--- config.mk ---
export PLATFORM = sky130hd
export DESIGN_NAME = mc_ctrl_fsm
export DESIGN_NICKNAME = d
export VERILOG_FILES = /design/src/rtl/mc_ctrl_fsm.sv
export SDC_FILE = /design/constraint.sdc
export NUM_CORES = 1
export LEC_CHECK = 0
export ABC_AREA = 1
export CAP_MARGIN = 20
export CORE_MARGIN = 2
export CORE_UTILIZATION = 46
export DETAILED_ROUTE_END_ITERATION = 12
export MAX_ROUTING_LAYER = met4
export PLACE_DENSITY = 0.76
export SKIP_CTS_REPAIR_TIMING = 1
export SLEW_MARGIN = 30
export SYNTH_ARGS = -nofsm -noshare
export SYNTH_HDL_FRONTEND = slang
export SYNTH_SLANG_ARGS = --single-unit
--- constraint.sdc ---
create_clock -name clk -period 1.54 [get_ports clk]
set_clock_uncertainty 0.2 [all_clocks]
set_input_delay 0.231 -clock clk [delete_from_list [all_inputs] [get_ports clk]]
set_output_delay 0.231 -clock clk [all_outputs]
set_load 0.005 [all_outputs]
--- src/rtl/mc_ctrl_fsm.sv ---
// Multi-cycle MIPS control sequencer: fetch/decode/execute/memory/writeback with
// memory handshake, access timeout retry and retired-instruction counter.
// Optional macro MC_CTRL_TRAP_EN: illegal opcodes lock the FSM in TRAP until reset.
module mc_ctrl_fsm #(
    parameter int TIMEOUT = 15,
    parameter int CNT_W   = 32
) (
    input  logic             clk,
    input  logic             rst,
    input  logic             enable,
    input  logic [5:0]       opcode,
    input  logic             zero,
    input  logic             mem_ready,
    output logic             pc_we,
    output logic [1:0]       pc_src,
    output logic             ir_we,
    output logic             iord,
    output logic             mem_rd,
    output logic             mem_wr,
    output logic             rf_we,
    output logic             reg_dst,
    output logic             mem_to_reg,
    output logic             alu_src_a,
    output logic [1:0]       alu_src_b,
    output logic [1:0]       alu_op,
    output logic             mem_err,
    output logic [3:0]       state,
    output logic [CNT_W-1:0] instr_cnt
`ifdef MC_CTRL_TRAP_EN
    ,
    output logic             trap
`endif
);

    typedef enum logic [3:0] {
        S_FETCH  = 4'd0,
        S_DECODE = 4'd1,
        S_MEMADR = 4'd2,
        S_MEMRD  = 4'd3,
        S_MEMWB  = 4'd4,
        S_MEMWR  = 4'd5,
        S_REXEC  = 4'd6,
        S_ALUWB  = 4'd7,
        S_BRANCH = 4'd8,
        S_JUMP   = 4'd9,
        S_ADDIWB = 4'd10,
        S_TRAP   = 4'd11
    } state_t;

    localparam logic [5:0] OP_RTYPE = 6'b000000;
    localparam logic [5:0] OP_LW    = 6'b100011;
    localparam logic [5:0] OP_SW    = 6'b101011;
    localparam logic [5:0] OP_ADDI  = 6'b001000;
    localparam logic [5:0] OP_BEQ   = 6'b000100;
    localparam logic [5:0] OP_J     = 6'b000010;

    localparam logic [7:0] TIMEOUT_C = TIMEOUT[7:0];

    state_t           state_q, state_d;
    logic [7:0]       wait_q, wait_d;
    logic [CNT_W-1:0] cnt_q, cnt_d;

    logic       pc_we_s, ir_we_s, mem_rd_s, mem_wr_s, rf_we_s, err_s;
    logic       access_s, retire_s;
    logic [1:0] pc_src_s, alu_src_b_s, alu_op_s;
    logic       iord_s, reg_dst_s, mem_to_reg_s, alu_src_a_s;

    // Next-state, wait-counter and strobe decode from the registered state.
    always_comb begin
        state_d      = state_q;
        wait_d       = 8'd0;
        cnt_d        = cnt_q;
        pc_we_s      = 1'b0;
        pc_src_s     = 2'b00;
        ir_we_s      = 1'b0;
        iord_s       = 1'b0;
        mem_rd_s     = 1'b0;
        mem_wr_s     = 1'b0;
        rf_we_s      = 1'b0;
        reg_dst_s    = 1'b0;
        mem_to_reg_s = 1'b0;
        alu_src_a_s  = 1'b0;
        alu_src_b_s  = 2'b00;
        alu_op_s     = 2'b00;
        err_s        = 1'b0;
        access_s     = 1'b0;
        retire_s     = 1'b0;

        case (state_q)
            S_FETCH: begin
                mem_rd_s    = 1'b1;
                alu_src_b_s = 2'b01;
                access_s    = 1'b1;
                if (mem_ready) begin
                    ir_we_s = 1'b1;
                    pc_we_s = 1'b1;
                    state_d = S_DECODE;
                end else begin
                    state_d = S_FETCH;
                end
            end
            S_DECODE: begin
                alu_src_b_s = 2'b11;
                case (opcode)
                    OP_RTYPE: state_d = S_REXEC;
                    OP_LW:    state_d = S_MEMADR;
                    OP_SW:    state_d = S_MEMADR;
                    OP_ADDI:  state_d = S_MEMADR;
                    OP_BEQ:   state_d = S_BRANCH;
                    OP_J:     state_d = S_JUMP;
                    default: begin
`ifdef MC_CTRL_TRAP_EN
                        state_d = S_TRAP;
`else
                        state_d  = S_FETCH;
                        retire_s = 1'b1;
`endif
                    end
                endcase
            end
            S_MEMADR: begin
                alu_src_a_s = 1'b1;
                alu_src_b_s = 2'b10;
                case (opcode)
                    OP_LW:   state_d = S_MEMRD;
                    OP_SW:   state_d = S_MEMWR;
                    OP_ADDI: state_d = S_ADDIWB;
                    default: state_d = S_FETCH;
                endcase
            end
            S_MEMRD: begin
                mem_rd_s = 1'b1;
                iord_s   = 1'b1;
                access_s = 1'b1;
                if (mem_ready) begin
                    state_d = S_MEMWB;
                end else begin
                    state_d = S_MEMRD;
                end
            end
            S_MEMWB: begin
                rf_we_s      = 1'b1;
                mem_to_reg_s = 1'b1;
                state_d      = S_FETCH;
                retire_s     = 1'b1;
            end
            S_MEMWR: begin
                mem_wr_s = 1'b1;
                iord_s   = 1'b1;
                access_s = 1'b1;
                if (mem_ready) begin
                    state_d  = S_FETCH;
                    retire_s = 1'b1;
                end else begin
                    state_d = S_MEMWR;
                end
            end
            S_REXEC: begin
                alu_src_a_s = 1'b1;
                alu_op_s    = 2'b10;
                state_d     = S_ALUWB;
            end
            S_ALUWB: begin
                rf_we_s   = 1'b1;
                reg_dst_s = 1'b1;
                state_d   = S_FETCH;
                retire_s  = 1'b1;
            end
            S_BRANCH: begin
                alu_src_a_s = 1'b1;
                alu_op_s    = 2'b01;
                pc_src_s    = 2'b01;
                pc_we_s     = zero;
                state_d     = S_FETCH;
                retire_s    = 1'b1;
            end
            S_JUMP: begin
                pc_src_s = 2'b10;
                pc_we_s  = 1'b1;
                state_d  = S_FETCH;
                retire_s = 1'b1;
            end
            S_ADDIWB: begin
                rf_we_s  = 1'b1;
                state_d  = S_FETCH;
                retire_s = 1'b1;
            end
            S_TRAP: begin
`ifdef MC_CTRL_TRAP_EN
                state_d = S_TRAP;
`else
                state_d = S_FETCH;
`endif
            end
            default: begin
                state_d = S_FETCH;
            end
        endcase

        // A timed-out access is retried in place: state and strobe stay put.
        if (access_s) begin
            if (mem_ready) begin
                wait_d = 8'd0;
            end else if (wait_q == TIMEOUT_C) begin
                err_s  = 1'b1;
                wait_d = 8'd0;
            end else begin
                wait_d = wait_q + 8'd1;
            end
        end else begin
            wait_d = 8'd0;
        end

        if (retire_s) begin
            cnt_d = cnt_q + CNT_W'(1);
        end else begin
            cnt_d = cnt_q;
        end
    end

    // State, wait counter and retire counter; reset wins over enable.
    always_ff @(posedge clk) begin
        if (!rst) begin
            state_q <= S_FETCH;
            wait_q  <= 8'd0;
            cnt_q   <= '0;
        end else if (enable) begin
            state_q <= state_d;
            wait_q  <= wait_d;
            cnt_q   <= cnt_d;
        end else begin
            state_q <= state_q;
            wait_q  <= wait_q;
            cnt_q   <= cnt_q;
        end
    end

    // Write/access strobes are suppressed while frozen; mux selects still follow state.
    assign pc_we      = enable & pc_we_s;
    assign ir_we      = enable & ir_we_s;
    assign mem_rd     = enable & mem_rd_s;
    assign mem_wr     = enable & mem_wr_s;
    assign rf_we      = enable & rf_we_s;
    assign mem_err    = enable & err_s;
    assign pc_src     = pc_src_s;
    assign iord       = iord_s;
    assign reg_dst    = reg_dst_s;
    assign mem_to_reg = mem_to_reg_s;
    assign alu_src_a  = alu_src_a_s;
    assign alu_src_b  = alu_src_b_s;
    assign alu_op     = alu_op_s;
    assign state      = state_q;
    assign instr_cnt  = cnt_q;
`ifdef MC_CTRL_TRAP_EN
    assign trap       = (state_q == S_TRAP);
`endif

endmodule

==> results of run 1 <==
## per-stage QoR
step | instances | hold slack [ps]
floorplan | 487 | 263
global placement | 712 | 310
detailed placement | 712 | 321
CTS | 720 | 331
global route | 742 | 363
finish | 742 | 342
## cells in the final DEF (no fill, tap or decap), types with 12 or more instances in the layout
master,instances
buf_4,103
dfxtp_2,22
nand2_2,12
dlymetal6s2s_1,39
nand3_2,21
nor2_1,94
inv_1,38
nand3_1,31
a21oi_1,15
buf_6,14
nor2_4,12
dfxtp_4,14
a21oi_2,27
nand2_1,110
## routing by layer
layer,share of wire,GRT usage,vias up
met5,0,-,-
met4,0.060,0.0805,0
met3,0.095,0.0368,121
met2,0.50,0.472,371
met1,0.35,0.303,2013
li1,-,-,1924
## state kept, by name, indices dropped and copies added, names as in the netlist
| register | count |
|---|---|
| state | 4 |
| instr_cnt | 32 |
| wait_q | 8 |
## worst max path at each step
stage / endpoint / slack (ps) / cells past startpoint
6_report: instr_cnt[3]$_SDFFE_PN0P_ / -440 / 11
5_1_grt: instr_cnt[2]$_SDFFE_PN0P_ / -520 / 12
4_1_cts: mem_err / -740 / 6
3_5_place_dp: instr_cnt[26]$_SDFFE_PN0P_ / -580 / 9
3_3_place_gp: pc_we / -540 / 6
2_1_floorplan: instr_cnt[24]$_SDFFE_PN0P_ / -50 / 10
## power by group
group          switching [mW]  internal, mW
clock network           0.452         0.483
registers              0.0105          1.12
logic                   0.234         0.205
total                   0.697          1.81
## cell families (layout without fill, tap and decap cells)
family	count (synthesis)	count (layout)
simple gates	321	321
buf+inv	67	247
compound gates	53	53
flops	44	44
fa+ha+maj	2	2
## critical path: stages (launching register included)
cell and delay, ps:
dfxtp_4 390, nand2_4 90, inv_4 30, buf_6 110, o21ai_2 150, nand2_2 80, buf_6 120, nor2_4 150
nand2_8 130, clkbuf_16 200, a21oi_2 160, nor2_2 60
## layout make-up
class | count | area, um2 | share of cell area
Multi-Input combinational cell | 376 | 2110 | 0.400
Timing Repair Buffer | 187 | 1800 | 0.341
Sequential cell | 44 | 961 | 0.182
Inverter | 52 | 205 | 0.0389
Tap cell | 75 | 93.8 | 0.0178
Clock buffer | 6 | 72.6 | 0.0137
Clock inverter | 2 | 35.0 | 0.00664
==> run summary, run 1 <==
CTS Sinks = 44
Synth unique cells = 30
Drt wl/cell = 18.2 um
GPL Wtd Cong = 0.969
Aggregate global routing overflow = 0
Launch point of the worst path = state[0]$_SDFFE_PN0P_
DRT Wirelength = 13500 um
Initial antenna violation count = 0
Initial drt markers = 529
Pin count of the biggest net entering global routing = 37
Most used DFF post-synth = dfxtp_1
Crit share post-route = 1.28
Register area share after synthesis = 0.304
Clock Path Buffers = 2
Ranking of synthesized cells by area = dfxtp_1 30%, nand2_1 16%, nor2_1 14%
DR vias = 4429
Placeable Area = 0.00599 mm2
Main combinational cell family by area after synthesis = simple AND/OR/NAND/NOR gates
CP arrival = 1980 ps
Reg2reg end = instr_cnt[3]$_SDFFE_PN0P_
Max-slew violations = 0
Hold/Removal Path Class = flip-flop to flip-flop
H-tree depth = 2
Post-synthesis adder-cell area fraction = 0.00863
Pwr dens = 475 mW/mm2
Cell area after layout = 0.00528 mm2
Die Wd = 83.4 um
Startpoint types = flip-flop
Area of the die = 0.00696 mm2
Failing checks = setup timing
Endpoint, Worst Hold = instr_cnt[29]$_SDFFE_PN0P_
TritonCTS Buffers = 5
Final setup TNS = -17420 ps
Final Hold Fails = 0
Top-count cell post-synth = nand2_1
Yosys top cell by area = dfxtp_1
Status = complete, but fails checks
EDFF count, synth = 0
TritonRoute pass-1 iters = 8
Hpwl dp = 6870 um
Final core utilization = 0.881
Hold Crit Start = instr_cnt[29]$_SDFFE_PN0P_
Crit path max fanout = 8
Cell Area, Synth = 0.00290 mm2
Syn_nets = 500
Top cell type's share of synthesized area = 0.304
Total power = 2.51 mW
Worst Hold Depth = 2
Number of diodes = 0
Endpoints failing setup = 61
Multiplexer share of the synthesized area = 0
Starting Density = 0.484
Die Y = 83.4 um
First-pass GRT wire length = 15300 um
Post-route minimum period = 1980 ps
Vias in the first global route = 3581
Area Growth Syn to Fin = 82.1%
Rows = 28
Drt drc = 0
Clock root buffer = clkbuf_8
Reg-to-reg startpoint = state[0]$_SDFFE_PN0P_
Post-synthesis xor/xnor area fraction = 0
Dpl ws = -582 ps
Worst-path clk slew = 90 ps
Synth cell count leaders = 122 x nand2_1, 112 x nor2_1, 46 x inv_1, 45 x nand3_1
Synth Area in Compound Gates = 0.0958
Gate Count Post-Synth = 487
Nets = 679
IO Pins = 63
VDD IR max = 0.000351 V
Ratio of cells with drive above 1 in the final layout = 0.439
Crit path kind = flip-flop to flip-flop
Gr usage total = 0.263
Post-route ant nets = 0
Max cap viols = 0
R2R Setup Slk = -440 ps
Static Leak = 2.93 nW
Fmax = 505 MHz
Measured slew at the worst slew-check pin = 471 ps
Avg Inst Size Synth = 5.96 um2
Worst reg-to-reg path cell count = 11
PortBufs = 62
Filler instances = 279
Register bit total from synthesis = 44
Post-synth ARST share = 0
Critical Path RT = 1540 ps
Worst setup margin = -439 ps
Crit path capture type = flip-flop
Clk Latency, worst-skew pair = 310 ps
Vias per std cell = 5.97
Max_slew headroom = 0.684
Unrepaired setup endpoints after global routing = yes
Synth Warn # = 0
DP Area = 0.00439 mm2
Post-synthesis simple-gate area fraction = 0.483
CTS tree = yes
(Power assumes the default switching activity.)
==> inputs of run 2 (changes only) <==
==> constraint.sdc (replaced) <==
create_clock -name clk -period 1.8 [get_ports clk]
set_clock_uncertainty 0.2 [all_clocks]
set_input_delay 0.27 -clock clk [delete_from_list [all_inputs] [get_ports clk]]
set_output_delay 0.27 -clock clk [all_outputs]
set_load 0.005 [all_outputs]
==> run 2 against run 1 <==
Net effect:
- the flow still finishes with violations (setup timing)
- die area unchanged
- sequential share of layout area up 0.93 points
- combinational power down 19%
- critical path depth up 3
- total power down 20%
- sequential power down 13%
- final area down 10%
- clock-buffer cell count up 2
- worst setup slack better by 160 ps
- largest power group unchanged
- highest routed layer unchanged
==> run summary, run 2 (synthesis gave the netlist of run 1 again) <==
Filler instances = 399
DRT Wirelength = 10800 um
Crit share post-route = 1.15
Status = complete, but fails checks
Clock root buffer = clkbuf_8
VDD IR max = 0.000490 V
Critical Path RT = 1830 ps
Pwr dens = 422 mW/mm2
First-pass GRT wire length = 13900 um
Area Growth Syn to Fin = 63.7%
DR top layer = met4
Hpwl dp = 6230 um
Starting Density = 0.484
Aggregate global routing overflow = 0
Sequential power share = 0.489
CTS Sinks = 44
Placeable Area = 0.00599 mm2
Rows = 28
Net Sw Power = 0.547 mW
Static Leak = 2.18 nW
Internal power = 1.46 mW
H-tree depth = 2
Die Wd = 83.4 um
Unrepaired setup endpoints after global routing = yes
Number of flip-flops in the largest register = 32
Switching Share = 0.273
Die Y = 83.4 um
CTS tree = yes
Gr usage total = 0.241
Clock share of power = 0.333
Crit path capture type = flip-flop
Initial drt markers = 367
CP arrival = 2110 ps
Clk Latency, worst-skew pair = 300 ps
Routed metal-1 wirelength = 4220 um
Clock Path Buffers = 2
Hold/Removal Path Class = flip-flop to flip-flop
Commonest cells after routing, fill and taps aside = 112 x nand2_1, 99 x nor2_1, 57 x buf_4
Startpoint types = flip-flop
TritonRoute pass-1 iters = 6
Max-slew violations = 0
Max cap viols = 0
Vias in the first global route = 3267
Endpoints failing setup = 38
Crit path kind = flip-flop to flip-flop
Failing checks = setup timing
Pin count of the biggest net entering global routing = 43
Post-route minimum period = 2080 ps
Final Hold Fails = 0
TritonCTS Buffers = 5
Area of the die = 0.00696 mm2
Fmax = 481 MHz
Ratio of cells with drive above 1 in the final layout = 0.326
Commonest non-fill, non-tap cell in the layout = nand2_1
Met2 WL = 5240 um
Drt drc = 0
Nets = 632
Worst-path clk slew = 80 ps
Measured slew at the worst slew-check pin = 351 ps
Worst setup margin = -277 ps
Dpl ws = -332 ps
DR vias = 3864
Vias per std cell = 5.56
Logic pwr share = 0.178
Drt wl/cell = 15.5 um
Total power = 2.01 mW
IO Pins = 63
DR WL met3 = 893 um
Post-route ant nets = 0
GPL Wtd Cong = 0.916
Crit path max fanout = 5
Initial antenna violation count = 0
Number of diodes = 0
PortBufs = 62
Max_slew headroom = 0.765
run 2: area by class of cell:
cell class | count | area [um2] | share of cell area
Tap cell | 75 | 93.8 | 0.0198
Multi-Input combinational cell | 377 | 2070 | 0.436
Timing Repair Buffer | 139 | 1380 | 0.291
Inverter | 52 | 203 | 0.0427
Clock buffer | 8 | 90.1 | 0.0190
Sequential cell | 44 | 908 | 0.191
run 2: worst paths after layout:
kind | from | end | slack, ps | cells after the start
min | instr_cnt[3]$_SDFFE_PN0P_ | instr_cnt[3]$_SDFFE_PN0P_ | 330 | 2
min reg2reg | instr_cnt[3]$_SDFFE_PN0P_ | instr_cnt[3]$_SDFFE_PN0P_ | 330 | 2
max | state[3]$_SDFFE_PN0P_ | instr_cnt[24]$_SDFFE_PN0P_ | -280 | 14
max reg2reg | state[3]$_SDFFE_PN0P_ | instr_cnt[24]$_SDFFE_PN0P_ | -280 | 14
run 2: power by group through the flow:
stage	clock, mW	combinational [mW]	sequential (mW)
2_1_floorplan	0	0.139	1.01
3_3_place_gp	0	0.253	1.01
3_5_place_dp	0	0.258	1.01
4_1_cts	0.658	0.260	0.984
5_1_grt	0.707	0.379	0.981
6_report	0.668	0.357	0.981
run 2: routing by layer:
layer / up-vias / global-route usage
met2: 202 / 0.416
met3: 50 / 0.0368
met4: 0 / 0.0745
met5: - / -
met1: 1781 / 0.290
li1: 1831 / -
run 2: worst max-delay path, stage by stage (launching register included):
cell,delay [ps]
dfxtp_4,380
inv_4,50
buf_6,110
nand2_4,60
inv_4,40
buf_6,110
o21ai_2,40
nand2_1,90
buf_6,130
nor2_4,200
nand2_8,120
clkbuf_16,190
nand3_2,80
nand2_1,80
nor2_1,110
run 2: metrics by stage:
step                      cells  hold WS (ps)  area [um2]   util  setup TNS, ps
after global routing        695           373        4750  0.793         -10140
after detailed placement    670           323        4000  0.668         -11500
final                       695           329        4750  0.793          -7260
after global placement      670           311        4000  0.668          -9620
after CTS                   678           334        4090  0.683         -13340
after floorplan             487           263        2900      -              0
